## src/rtl/serial_sub_ctrl.sv

```systemverilog
// Bit-serial a - b controller: one full-subtractor cell, LSB first over WIDTH cycles,
// with a start/busy/done handshake and unsigned borrow / signed overflow flags.
module serial_sub_ctrl #(
  parameter int WIDTH = 8
) (
  input  logic             clk,
  input  logic             rst,
  input  logic             start,
  input  logic [WIDTH-1:0] a,
  input  logic [WIDTH-1:0] b,
  output logic             busy,
  output logic             done,
  output logic [WIDTH-1:0] diff,
  output logic             bout,
  output logic             ovf
);
  localparam int CW = $clog2(WIDTH + 1);

  typedef enum logic [1:0] {IDLE, RUN, DONE} state_t;

  state_t           state, nxt;
  logic [WIDTH-1:0] sa, sb;
  logic             brw;
  logic [CW-1:0]    cnt;
  logic             a_msb, b_msb;
  logic             d, br, last;

  // Full-subtractor cell fed from the operand LSBs and the borrow flop.
  assign d    = sa[0] ^ sb[0] ^ brw;
  assign br   = (~(sa[0] ^ sb[0]) & brw) | (~sa[0] & sb[0]);
  assign last = (cnt == CW'(WIDTH - 1));

  always_ff @(posedge clk or posedge rst) begin
    if (rst) state <= IDLE;
    else     state <= nxt;
  end

  always_comb begin
    nxt = state;
    case (state)
      IDLE:    if (start) nxt = RUN;
      RUN:     if (last)  nxt = DONE;
      DONE:    nxt = IDLE;
      default: nxt = IDLE;
    endcase
  end

  // Handshake outputs come straight from flops, so start never reaches them combinationally.
  always_ff @(posedge clk or posedge rst) begin
    if (rst) begin
      busy <= 1'b0;
      done <= 1'b0;
    end else begin
      busy <= (nxt != IDLE);
      done <= (nxt == DONE);
    end
  end

  always_ff @(posedge clk or posedge rst) begin
    if (rst) begin
      sa    <= '0;
      sb    <= '0;
      brw   <= 1'b0;
      cnt   <= '0;
      a_msb <= 1'b0;
      b_msb <= 1'b0;
      diff  <= '0;
      bout  <= 1'b0;
      ovf   <= 1'b0;
    end else if (state == IDLE && start) begin
      sa    <= a;
      sb    <= b;
      brw   <= 1'b0;
      cnt   <= '0;
      a_msb <= a[WIDTH-1];
      b_msb <= b[WIDTH-1];
    end else if (state == RUN) begin
      diff <= {d, diff[WIDTH-1:1]};
      sa   <= sa >> 1;
      sb   <= sb >> 1;
      brw  <= br;
      cnt  <= cnt + CW'(1);
      // Only the value written on the final edge matters: that d is the result MSB.
      ovf  <= (a_msb != b_msb) && (d != a_msb);
      if (last) bout <= br;
    end
  end

endmodule

```

## config.mk

```make
export PLATFORM = sky130hd
export DESIGN_NAME = serial_sub_ctrl
export DESIGN_NICKNAME = d
export VERILOG_FILES = /design/src/rtl/serial_sub_ctrl.sv
export SDC_FILE = /design/constraint.sdc
export NUM_CORES = 1
export LEC_CHECK = 0
export CORE_MARGIN = 4
export CORE_UTILIZATION = 45
export CTS_CLUSTER_DIAMETER = 60
export DETAILED_ROUTE_END_ITERATION = 12
export PLACE_DENSITY_LB_ADDON = 0.08
export SLEW_MARGIN = 40
export SYNTH_ARGS = -nofsm -noshare
export SYNTH_HDL_FRONTEND = slang
export SYNTH_SLANG_ARGS = --single-unit
```

## constraint.sdc

```tcl
create_clock -name clk -period 2 [get_ports clk]
set_input_delay 0.6 -clock clk [delete_from_list [all_inputs] [get_ports clk]]
set_output_delay 0.6 -clock clk [all_outputs]
set_load 0.005 [all_outputs]
```

==> results.sh <==
export IMPL_status="finished clean"
export IMPL_path_depth=1
export IMPL_vias=1147
export IMPL_path_max_fanout=3
export IMPL_yosysSeqAreaShare=0.585
export IMPL_cp_top_family="buffers and inverters"
export IMPL_cts_clk_slew_worst_paths_ps=100
export IMPL_cts_resized_gates=0
export IMPL_cts_hold_buf=0
export IMPL_cpPeakStageDelay_ps=520
export IMPL_num_rows=21
export IMPL_worstPathArrival_ps=1240
export IMPL_io_buffers=30
export IMPL_grt_max_degree=38
export IMPL_r2r_setup_slack_ps=360
export IMPL_fin_ws_ps=160
export IMPL_critPathBufInv=1
export IMPL_antenna_cells=0
export IMPL_grt_pass1_wl_mm=5.33
export IMPL_cts_buffer_depth=2
export IMPL_placed_cell_area_sq_mm=0.00192
export IMPL_r2r_cells=3
export IMPL_ctsHtreeMaxLevel=2
export IMPL_postSynthCellCount=153
export IMPL_insertion_delay_ps=330
export IMPL_slew_viol_final=0
export IMPL_cp_start_kind="flop"
export IMPL_nets=207
export IMPL_globalRouteMet1Util=0.182
export IMPL_root_buffer="clkbuf_4"
export IMPL_dr_pass1_iters=4
export IMPL_fin_crit_sh=0.920
export IMPL_final_cell_mix="62 x nand2_1, 37 x dfrtp_1, 30 x clkdlybuf4s50_1"
export IMPL_remaining_drc_errors=0
export IMPL_vias_per_cell=4.92
export IMPL_hold_viol=0
export IMPL_syn_avg_cell_area_sq_um=10.3
export IMPL_dp_hpwl_mm=2.09
export IMPL_tightest_slew_ps=645
export IMPL_holdPathStages=2
export IMPL_tns_ps=0
export IMPL_drive_gt1_frac=0.0963
export IMPL_async_flop_share=1.00
export IMPL_numCtsBuffers=5
export IMPL_synth_edf_count=0
export IMPL_die_w_um=67.3
export IMPL_max_freq_ghz=0.543
export IMPL_yosysTopAreaCell="dfrtp_1"
export IMPL_path_class="reg -> out"
export IMPL_cellLeakagePower_uw=0.000967
export IMPL_wl_per_cell_um=12.4
export IMPL_dieArea_sq_mm=0.00453
export IMPL_final_util=0.592
export IMPL_synth_top_cell_area_share=0.585
export IMPL_synth_seq_cells=37
export IMPL_place_ws_ps=50.5
export IMPL_hold_class="reg -> reg"
export IMPL_drt_initial_drc_count=76
export IMPL_grt_overflow_total=0
export IMPL_required_ps=1400
export IMPL_place_gp_congestion=0.742
export IMPL_finalSetupViolations=0
export IMPL_postRouteAntennaNets=0
export IMPL_fin_crit_ps=1840
export IMPL_cts_setup_buffers=0
export IMPL_use_met2=0.276
export IMPL_cts_tree="built"
export IMPL_ys_types=29
export IMPL_grt_busiest_layer="met2"
export IMPL_rsz0062_at_grt="false"
export IMPL_start_util=0.470
export IMPL_peakVddDrop_mv=0.553
export IMPL_relSlewSlack=0.570
export IMPL_final_common_cell="nand2_1"
export IMPL_routed_wl_mm=2.90
export IMPL_finClkSkew_ps=5.51
export IMPL_grt_pass1_vias=1272
export IMPL_core_area_sq_mm=0.00336
export IMPL_grt_usage=0.157
export IMPL_clkSinkCount=37
export IMPL_area_growth_pct=25.8
export IMPL_synth_area_sq_mm=0.00158
export IMPL_stdcell_area_sq_mm=0.00199
export IMPL_endpoint_kind="primary output"
export IMPL_power_uw=2770
export IMPL_yosys_warnings=0
export IMPL_synth_nets=174
export IMPL_path_cells="clkdlybuf4s50_1"
export IMPL_synthTopCellsByArea="dfrtp_1 59%, nand2_1 15%, a22oi_1 6.6%"
export IMPL_powerDensity_mw_per_mm2=1390
export IMPL_synthFlopType="dfrtp_1"
export IMPL_slowest_stage="clkdlybuf4s50_1"
export IMPL_grt_use_met3=0.0416
export IMPL_die_y_um=67.3
export IMPL_ioPinCount=31
export IMPL_cap_violations=0
export IMPL_grt_antenna_before_repair=0
-- flip-flops by register name (all words and copies together) (netlist names) --
register,cells
sa,8
ovf,1
done,1
cnt,4
brw,1
busy,1
sb,8
b_msb,1
a_msb,1
bout,1
diff,8
state,2
-- metrics by stage --
step / instances / hold slack [ps]
final: 233 / 484
after detailed placement: 225 / 465
after CTS: 233 / 490
after global placement: 225 / 457
after global routing: 233 / 515
after floorplan: 153 / 447
-- layer usage --
metal | vias up | routed length (um)
met4 | 0 | 27
met1 | 551 | 1280
li1 | 572 | -
met5 | - | 0
met3 | 4 | 114
met2 | 20 | 1470
-- synthesized netlist by cell type, types with 2 or more instances --
master / instances
nand2_1: 62
dfrtp_1: 37
a22oi_1: 14
inv_1: 5
o21ai_0: 4
buf_6: 3
a22o_1: 2
buf_2: 2
buf_4: 2
mux2i_1: 2
nand3_1: 2
-- kinds of logic after synthesis --
kind of cell	synth area share
flops	0.585
simple gates	0.219
compound gates	0.111
mux	0.0127
fa+ha+maj	0.0206
buf+inv	0.0514
-- worst min-delay path: cells and delay by family, from the launching register on --
| kind | cells | cell delay (ps) |
|---|---|---|
| and+or+nand+nor | 2 | 100 |
| DFF | 1 | 360 |
-- area by class of cell --
cell class	instances	area, sq um
fill	319	1370
sequential	37	926
multi-input combinational	103	574
timing repair buffer	34	343
clock buffer	7	65.1
tap	46	57.6
inverter	5	18.8
clock inverter	1	5.00
-- worst paths after layout --
path,start,endpoint
worst max-delay path,diff[7],diff[7]
worst min-delay path,sa[3],sa[3]
worst max register to register,sa[0],ovf
worst min register to register,sa[3],sa[3]
max in group asynchronous,rst,sb[1]
min in group asynchronous,rst,diff[5]
-- where the power goes --
group	internal (uW)	switching, uW
Sequential	1060	213
Clock	204	232
Combinational	529	537
Total	1790	982
No activity file was read; power rests on OpenSTA's default activity.
